--- config.mk ---
export PLATFORM = sky130hd
export DESIGN_NAME = ps2_host_tx
export DESIGN_NICKNAME = d
export VERILOG_FILES = /design/src/rtl/ps2_host_tx.sv
export SDC_FILE = /design/constraint.sdc
export NUM_CORES = 1
export LEC_CHECK = 0
export BUFFER_PORTS_ARGS = -buffer_cell sky130_fd_sc_hd__buf_2
export CORE_ASPECT_RATIO = 0.75
export CORE_MARGIN = 2
export CORE_UTILIZATION = 25
export DETAILED_ROUTE_END_ITERATION = 8
export GPL_TIMING_DRIVEN = 1
export HOLD_SLACK_MARGIN = 0.03
export SLEW_MARGIN = 40
export SYNTH_ARGS = -nofsm -noshare
export SYNTH_HDL_FRONTEND = slang
export SYNTH_SLANG_ARGS = --single-unit
--- constraint.sdc ---
create_clock -name clk -period 2.8 [get_ports clk]
set_input_delay 0.56 -clock clk [delete_from_list [all_inputs] [get_ports clk]]
set_output_delay 0.56 -clock clk [all_outputs]
set_load 0.02 [all_outputs]
--- src/rtl/ps2_host_tx.sv ---
// rtl/ps2_host_tx.sv - PS/2 host-to-device command byte transmitter
//
// Sends one command byte to a PS/2 device: inhibits the bus, issues a
// request-to-send, shifts out 8 data bits (LSB first), odd parity and the
// stop bit on falling device clocks, then checks the device ACK.
//
// Ports:
//   clk      system clock
//   rst      synchronous reset, active-high
//   wr       write strobe; byte accepted only when busy=0
//   din      command byte
//   busy     transfer in progress (also 1 while rst is asserted)
//   done     one-cycle pulse: byte sent and ACK received
//   err      one-cycle pulse: NACK or timeout
//   ps2c_i   PS/2 clock pad input (asynchronous)
//   ps2d_i   PS/2 data pad input (asynchronous)
//   ps2c_oe  1 = pull PS/2 clock low
//   ps2d_oe  1 = pull PS/2 data low
module ps2_host_tx #(
  parameter int INHIBIT_CYCLES = 10000,
  parameter int TIMEOUT_CYCLES = 2000000,
  parameter int FILTER_LEN     = 8
) (
  input  logic       clk,
  input  logic       rst,
  input  logic       wr,
  input  logic [7:0] din,
  output logic       busy,
  output logic       done,
  output logic       err,
  input  logic       ps2c_i,
  input  logic       ps2d_i,
  output logic       ps2c_oe,
  output logic       ps2d_oe
);

  localparam int IW = $clog2(INHIBIT_CYCLES) + 1;
  localparam int TW = $clog2(TIMEOUT_CYCLES) + 1;
  localparam int FW = $clog2(FILTER_LEN) + 1;

  localparam logic [IW-1:0] INH_LAST = IW'(INHIBIT_CYCLES - 1);
  localparam logic [IW-1:0] INH_DATA = IW'(INHIBIT_CYCLES - 2);
  localparam logic [TW-1:0] TMO_LAST = TW'(TIMEOUT_CYCLES - 1);
  localparam logic [FW-1:0] FLT_LAST = FW'(FILTER_LEN - 1);

  typedef enum logic [2:0] {
    IDLE,
    INHIBIT,
    SEND,
    ACK,
    WAIT_IDLE
  } state_t;

  // ------------------------------------------------------------------
  // Input conditioning: 2-flop synchronizer, then a debounce that only
  // moves the filtered level after FILTER_LEN consecutive differing
  // samples.
  // ------------------------------------------------------------------
  logic [1:0]    c_sync;
  logic [1:0]    d_sync;
  logic          c_filt;
  logic          d_filt;
  logic [FW-1:0] c_cnt;
  logic [FW-1:0] d_cnt;
  logic          fall;

  always_ff @(posedge clk) begin
    if (rst) begin
      c_sync <= 2'b11;
      d_sync <= 2'b11;
      c_filt <= 1'b1;
      d_filt <= 1'b1;
      c_cnt  <= '0;
      d_cnt  <= '0;
      fall   <= 1'b0;
    end else begin
      c_sync <= {c_sync[0], ps2c_i};
      d_sync <= {d_sync[0], ps2d_i};
      fall   <= 1'b0;

      if (c_sync[1] != c_filt) begin
        if (c_cnt == FLT_LAST) begin
          c_filt <= c_sync[1];
          c_cnt  <= '0;
          // Filtered clock leaving 1 means it is going to 0.
          fall   <= c_filt;
        end else begin
          c_cnt <= c_cnt + FW'(1);
        end
      end else begin
        c_cnt <= '0;
      end

      if (d_sync[1] != d_filt) begin
        if (d_cnt == FLT_LAST) begin
          d_filt <= d_sync[1];
          d_cnt  <= '0;
        end else begin
          d_cnt <= d_cnt + FW'(1);
        end
      end else begin
        d_cnt <= '0;
      end
    end
  end

  // ------------------------------------------------------------------
  // Transfer FSM
  // ------------------------------------------------------------------
  state_t        state;
  logic [7:0]    sh;
  logic          par;
  logic [3:0]    bitcnt;
  logic [IW-1:0] icnt;
  logic [TW-1:0] tcnt;
  logic          ack_ok;
  logic          timeout;

  assign busy    = rst | (state != IDLE);
  assign timeout = (tcnt == TMO_LAST);

  always_ff @(posedge clk) begin
    if (rst) begin
      state   <= IDLE;
      sh      <= '0;
      par     <= 1'b0;
      bitcnt  <= '0;
      icnt    <= '0;
      tcnt    <= '0;
      ack_ok  <= 1'b0;
      done    <= 1'b0;
      err     <= 1'b0;
      ps2c_oe <= 1'b0;
      ps2d_oe <= 1'b0;
    end else begin
      done <= 1'b0;
      err  <= 1'b0;

      case (state)
        IDLE: begin
          ps2c_oe <= 1'b0;
          ps2d_oe <= 1'b0;
          if (wr && !busy) begin
            sh      <= din;
            par     <= ~^din;
            ack_ok  <= 1'b0;
            icnt    <= '0;
            ps2c_oe <= 1'b1;
            state   <= INHIBIT;
          end
        end

        INHIBIT: begin
          icnt <= icnt + IW'(1);
          // Start bit goes low during the last inhibit cycle so the
          // request-to-send is in place when the clock is released.
          if (icnt == INH_DATA) begin
            ps2d_oe <= 1'b1;
          end
          if (icnt == INH_LAST) begin
            ps2c_oe <= 1'b0;
            ps2d_oe <= 1'b1;
            bitcnt  <= '0;
            tcnt    <= '0;
            state   <= SEND;
          end
        end

        SEND: begin
          if (timeout) begin
            ps2c_oe <= 1'b0;
            ps2d_oe <= 1'b0;
            err     <= 1'b1;
            state   <= IDLE;
          end else begin
            tcnt <= tcnt + TW'(1);
            if (fall) begin
              if (bitcnt < 4'd8) begin
                ps2d_oe <= ~sh[bitcnt[2:0]];
              end else if (bitcnt == 4'd8) begin
                ps2d_oe <= ~par;
              end else begin
                ps2d_oe <= 1'b0;
                state   <= ACK;
              end
              bitcnt <= bitcnt + 4'd1;
            end
          end
        end

        ACK: begin
          if (timeout) begin
            ps2c_oe <= 1'b0;
            ps2d_oe <= 1'b0;
            err     <= 1'b1;
            state   <= IDLE;
          end else begin
            tcnt <= tcnt + TW'(1);
            if (fall) begin
              if (!d_filt) begin
                ack_ok <= 1'b1;
                state  <= WAIT_IDLE;
              end else begin
                err   <= 1'b1;
                state <= IDLE;
              end
            end
          end
        end

        WAIT_IDLE: begin
          if (timeout) begin
            ps2c_oe <= 1'b0;
            ps2d_oe <= 1'b0;
            err     <= 1'b1;
            state   <= IDLE;
          end else begin
            tcnt <= tcnt + TW'(1);
            if (c_filt && d_filt) begin
              done  <= ack_ok;
              state <= IDLE;
            end
          end
        end

        default: begin
          ps2c_oe <= 1'b0;
          ps2d_oe <= 1'b0;
          state   <= IDLE;
        end
      endcase
    end
  end

endmodule

; ---- Word-level counts from Yosys, hierarchy flattened
; Cells that the tools add are included.
[classes]
add_sub_neg = 5
n_lt_le_gt_ge = 2
n_eq_ne = 28
muxes = 44
n_bitwise = 8
n_reduce_logical = 27
[op_table]
columns = cell, count
row1 = two-way mux 22 bit, 2
row2 = case mux 22 bit (2 select lines), 1
row3 = two-way mux 3 bit, 11
row4 = "equality test 15 x 14 -> 1 bit, second input constant", 2
row5 = case mux 15 bit (2 select lines), 1
row6 = "adder 22 x 1 -> 22 bit, second input constant", 1
row7 = "equality test 22 x 21 -> 1 bit, second input constant", 1
row8 = two-way mux 1 bit, 18
row9 = "inequality test 3 bit, second input constant", 6
row10 = "inequality test 2 bit, second input constant", 8
row11 = "adder 15 x 1 -> 15 bit, second input constant", 1
row12 = two-way mux 15 bit, 1
row13 = case mux 3 bit (5 select lines), 1
row14 = "adder 4 x 1 -> 4 bit, second input constant", 3
row15 = two-way mux 4 bit, 3
row16 = OR reduction 3 bit, 4
row17 = AND reduction 2 bit, 5
row18 = "equality test 4 x 3 -> 1 bit, second input constant", 2
row19 = case mux 4 bit (2 select lines), 1
row20 = nonzero test 2 bit, 4
row21 = XNOR reduction 8 bit, 1
row22 = inverter 1 bit, 7
row23 = AND reduction 7 bit, 1
row24 = "equality test 3 x 2 -> 1 bit, second input constant", 2
row25 = 20 further kinds, 27
[totals]
regBits = 73
input_bits = 13
output_inout_bits = 5
wordCells = 132

; ---- Logic depth before layout (Yosys ltp)
[logic_depth]
ltp_word = 7
depth_mapped = 8

; ---- Worst setup path before layout
; No wires, ideal clock.
[synth_path]
path_kind = flip-flop to flip-flop
from = reg icnt[7]
to = reg tcnt[15]
arrival_time_ns = 2.091
setup_slack_ns = 0.638
path_stages_with_launch = 7
path_buffers = 1
path_cell_list = dfxtp_1 > or4b_4 > nor4_4 > o21ai_2 > buf_6 > a2111o_1 > a21oi_1
[synth_between]
elab_chain_len = 3
[synth_lines]
columns = element, line
row1 = start: declaration, 114  ; logic [IW-1:0] icnt;
row2 = start signal: assignment, 154  ; icnt <= icnt + IW'(1);
row3 = equality test 15 x 14 -> 1 bit, 160  ; if (icnt == INH_LAST) begin
row4 = inequality test 2 bit (no line), -
row5 = AND reduction 3 bit (no line), -
row6 = end signal: assignment, 176  ; tcnt <= tcnt + TW'(1);
row7 = end signal: assignment, 198  ; tcnt <= tcnt + TW'(1);
row8 = end signal: assignment, 218  ; tcnt <= tcnt + TW'(1);
row9 = end: declaration, 115  ; logic [TW-1:0] tcnt;
; No other way between the ends.
; A chain may end at the register's enable or synchronous reset.

; ---- Worst setup path in the final report
[layout_path]
from = reg state[0]
to = reg tcnt[10]
[layout_between]
elab_chain_len = 4
elab_cells_between_ends = 10
classes_between = eq/ne: 6 / mux: 1 / reduce/logical: 3
[layout_lines]
columns = element, line
row1 = start: declaration, 110  ; state_t state;
row2 = start signal: assignment, 124  ; state <= IDLE;
row3 = start signal: assignment, 149  ; state <= INHIBIT;
row4 = start signal: assignment, 165  ; state <= SEND;
row5 = equality test 3 bit / equality test 3 x 2 -> 1 bit (equally long branches), 139  ; case (state)
row6 = OR reduction 3 bit (no line), -
row7 = inequality test 2 bit (no line) / nonzero test 2 bit (equally long branches), -
row8 = AND reduction 3 bit (no line), -
; Several ways; a longest one is shown, not always the timed one.

==> results by stage <==
STA:
- The tightest slew margin relative to the limit is 0.578.
- For the final database, setup skew stands at 0.00583 ns.
- In the finished design, the share of the clock period the worst path needs comes to 0.839.
- The max-slew violation count is 0.
- The count of endpoints failing hold in the final timing report was 0.
- Counting I/O delays and the setup requirement, the final critical path takes 2.35 ns.
- The final-layout setup total negative slack is 0 ns.
- Timing would allow up to 426 MHz.
- Setup repair after global routing left no endpoint under its margin.
- The number of setup violations in the final report is 0.
- For the pin with the worst max-slew slack, the measured transition is 0.633 ns.

Power:
- In this run the static leakage power is 1.51 nW.
- Of the total power, registers draw 0.410.
- The maximum vdd drop is 413 µV.
- The cell internal power dissipation is 0.00201 W.
- The power density over the cells is 661 nW/µm².
- The share of total power dissipated in the clock network is 0.393.
- The switching power is 0.000886 W.
- The share of power burned in combinational logic is 0.196.
- Of the total power, the share spent switching nets is 0.306.

Finish:
- Fill cells in the final layout number 1544.
- Of the cells placed in the final design, the portion with a size suffix greater than 1 is 0.134.
- The register area is 1460 µm².
- The number of antenna repair diodes is 0.
- In the final layout, the multi-input gates occupy 2170 µm².
- The number of standard cells in the layout, taps in and fillers out is 661.
- After the last flow step, the layout net total stands at 477.
- From synthesis to final layout, the design area changed by 16.4%.

Critical path:
- The reg-to-reg critical path startpoint is state[0].
- The type of element capturing the critical path is a flip-flop.
- The capture point of the worst reg-to-reg path is tcnt[10].
- The setup path with the least slack is of type flip-flop to flip-flop.
- The critical-path maximum fanout is 16.
- STA classifies the critical path startpoint as a flip-flop.
- Data on the critical path arrives at its endpoint at 2.57 ns.
- The slack of the worst reg-to-reg path is 0.45 ns.
- For the worst flop-to-flop path, the logic depth is 5.
- Data on the critical path is required at its endpoint by 3.02 ns.

Routing:
- For this run, the detailed router's first-pass iteration total came to 5.
- The met2 layer wire length in the routed design is 4030 µm.
- The per-cell routed wire length is 13.9 µm.
- The routed design has 9190 µm of wire.
- The routed design uses 404 µm of met3 wire.
- The final route contains 3352 vias.
- The number of nets with antenna violations after routing is 0.
- In this run the top signal layer used is met4.
- In the final routing, the length of wire on met1 measures 4580 µm.
- The number of violations reported at the end of detailed-routing iteration 0 is 232.
- The number of remaining DRC errors is 0.
- The post-detailed-route via-to-cell ratio is 5.07.

Clocking:
- The total CTS buffers is 9.
- The clock root buffer is clkbuf_16.
- The later-pin clock latency in the skew report is 0.34 ns.
- The maximum buffer depth of the clock tree is 2.
- The tree built by TritonCTS fans out to 73 sinks.
- The number of gates resized after CTS is 0.
- The CTS H-tree depth is 3.
- The buffers inserted during post-CTS setup optimization is 0.
- The clock-pin transition on the worst setup and hold timing paths is 0.06 ns.
- The number of buffers added to fix hold violations after cts is 0.
- The TritonCTS clock tree is yes.

Floorplanning:
- The floorplan has 38 rows.
- Pin placement for this block handled 18 I/O pins.
- Measured along the y axis, the die boundary spans 110 µm.
- The die is 146 µm wide.
- The effective utilization at floorplan is 0.258.
- The area of the core is 14600 µm².
- The die area is 16100 µm².

Synthesis:
- For this run, the number of Yosys warnings is 0.
- The number of flops mapped to enable cells by yosys is 0.
- The post-synthesis average cell area is 8.48 µm².
- After synthesis, the netlist uses 59 different library cells.
- In the synthesized netlist the async set-or-reset flop fraction comes to 0.
- The gate count after technology mapping is 444.
- The proportion of synthesized chip area in sequential cells is 0.388.
- Counting flops and latches in the post-synthesis netlist gives 73.
- The post-synth net total is 464.
- The top flip-flop cell by instance count after synthesis is dfxtp_1.
- The netlist area before placement is 3770 µm².

Global route:
- The number of antenna violations at the first check in global routing came to 0.
- After global routing the overflow that remains totals 0.
- The total routing usage reported by global routing is 0.124.
- The pin count of the biggest net entering global routing is 25.
- The first global-routing pass estimated 16000 µm of wire.
- The number of global-route vias before repair is 3259.

Placed design:
- The count of buffers from port buffering is 17.
- Routability-driven placement finished with a final weighted congestion of 0.813.
- The total half-perimeter wirelength after legalization and detailed placement is 6480 µm.
- Counting tap cells, the placed design contains a total of 646 instances.

Hold path:
- The type of the tightest min-delay check is input port to flip-flop.
- The destination of the worst hold path is c_sync[0].
- The startpoint identified for the worst hold timing path is ps2c_i.
- The worst hold path passes through 2 cells.

Run:
- The number of max-capacitance violations reported is 0.

Status:
- The run finished with clean final reports.
-- per-stage QoR --
| stage | area [µm²] | util | hold WS (ns) | setup slack, ns | power [W] |
|---|---|---|---|---|---|
| after global placement | 4080 | 0.279 | 0.393 | 0.511 | 0.00176 |
| after global routing | 4380 | 0.300 | 0.405 | 0.296 | 0.00305 |
| final | 4380 | 0.300 | 0.404 | 0.450 | 0.00290 |
| after detailed placement | 4090 | 0.280 | 0.401 | 0.462 | 0.00178 |
| after floorplan | 3770 | - | 0.389 | 0.638 | 0.00161 |
| after CTS | 4380 | 0.300 | 0.395 | 0.450 | 0.00293 |
-- layer usage --
metal,GRT usage,up-vias
li1,-,1684
met5,0,-
met1,0.161,1590
met4,0.0504,0
met3,0.0317,11
met2,0.199,67
-- kinds of logic after synthesis --
logic type | count (synthesis) | share of synthesized area
adder cells (fa/ha/maj) | 7 | 0.0233
buffers and inverters | 37 | 0.0395
AND/OR/NAND/NOR | 195 | 0.271
flip-flops | 73 | 0.388
multiplexers | 11 | 0.0329
AO/OA/AOI/OAI | 100 | 0.196
XOR/XNOR | 21 | 0.0488
-- worst max-delay path: stages (launching register included) --
cell and delay (ns):
dfxtp_1 0.53, or3b_2 0.64, nor2_1 0.26, a21o_1 0.53
buf_4 0.22, a21oi_1 0.04
-- cell type report --
cell class / instances / area share
Multi-Input combinational cell: 334 / 0.495
Sequential cell: 73 / 0.333
Tap cell: 200 / 0.0571
Clock buffer: 10 / 0.0545
Timing Repair Buffer: 28 / 0.0382
Clock inverter: 5 / 0.0128
Inverter: 11 / 0.00942
-- power by group through the flow --
| stage | clock [W] | combinational [W] | sequential, W |
|---|---|---|---|
| 3_5_place_dp | 0 | 0.000567 | 0.00121 |
| 2_1_floorplan | 0 | 0.000424 | 0.00118 |
| 4_1_cts | 0.00117 | 0.000570 | 0.00119 |
| 6_report | 0.00114 | 0.000568 | 0.00119 |
| 3_3_place_gp | 0 | 0.000550 | 0.00121 |
| 5_1_grt | 0.00122 | 0.000635 | 0.00120 |
-- how the worst max path moves through the flow --
stage	startpoint	to	slack, ns	cells past startpoint
after floorplan	icnt[7]	tcnt[15]	0.64	6
after global placement	state[2]	tcnt[11]	0.51	5
after detailed placement	state[0]	tcnt[10]	0.46	5
after CTS	state[0]	tcnt[8]	0.45	5
after global routing	state[0]	tcnt[21]	0.30	5
final	state[0]	tcnt[10]	0.45	5
-- placed cells by master, fill, tap and decap left out, types with 5 or more instances in the layout --
cell type / instances
nand3_1: 23
nor3_1: 17
a21oi_1: 20
nand4_1: 14
nand2_1: 53
and3_1: 8
inv_1: 10
mux2i_1: 9
a2111o_1: 10
xor2_1: 10
o2111ai_1: 7
nand2b_1: 6
a311oi_1: 5
a31oi_1: 6
clkbuf_16: 9
o41ai_1: 6
and4_1: 6
or2_2: 5
o21ai_0: 15
nor2_1: 32
ha_1: 7
buf_2: 17
xnor2_1: 11
dfxtp_1: 73
o211ai_1: 6
buf_4: 11
-- synth_stat cells, types with 7 or more instances --
| cell | instances | area [µm²] |
|---|---|---|
| a2111o_1 | 10 | 113 |
| nor2_1 | 32 | 120 |
| ha_1 | 7 | 87.6 |
| clkbuf_1 | 19 | 71.3 |
| nand3_1 | 23 | 115 |
| nor3_1 | 18 | 90.1 |
| nand4_1 | 14 | 87.6 |
| inv_1 | 10 | 37.5 |
| o2111ai_1 | 7 | 61.3 |
| xor2_1 | 10 | 87.6 |
| o21ai_0 | 15 | 75.1 |
| xnor2_1 | 11 | 96.3 |
| and3_1 | 8 | 50.1 |
| nand2_1 | 53 | 199 |
| a21oi_1 | 21 | 105 |
| mux2i_1 | 9 | 90.1 |
| dfxtp_1 | 73 | 1460 |
-- state kept, by name, indices dropped and copies added, names as in the netlist, 2 cells and up --
register and cells:
c_sync 2, c_cnt 4, sh 8, bitcnt 4, tcnt 22, d_sync 2, d_cnt 4, state 3
icnt 15
Note: power is estimated with default switching activity, not from simulation.
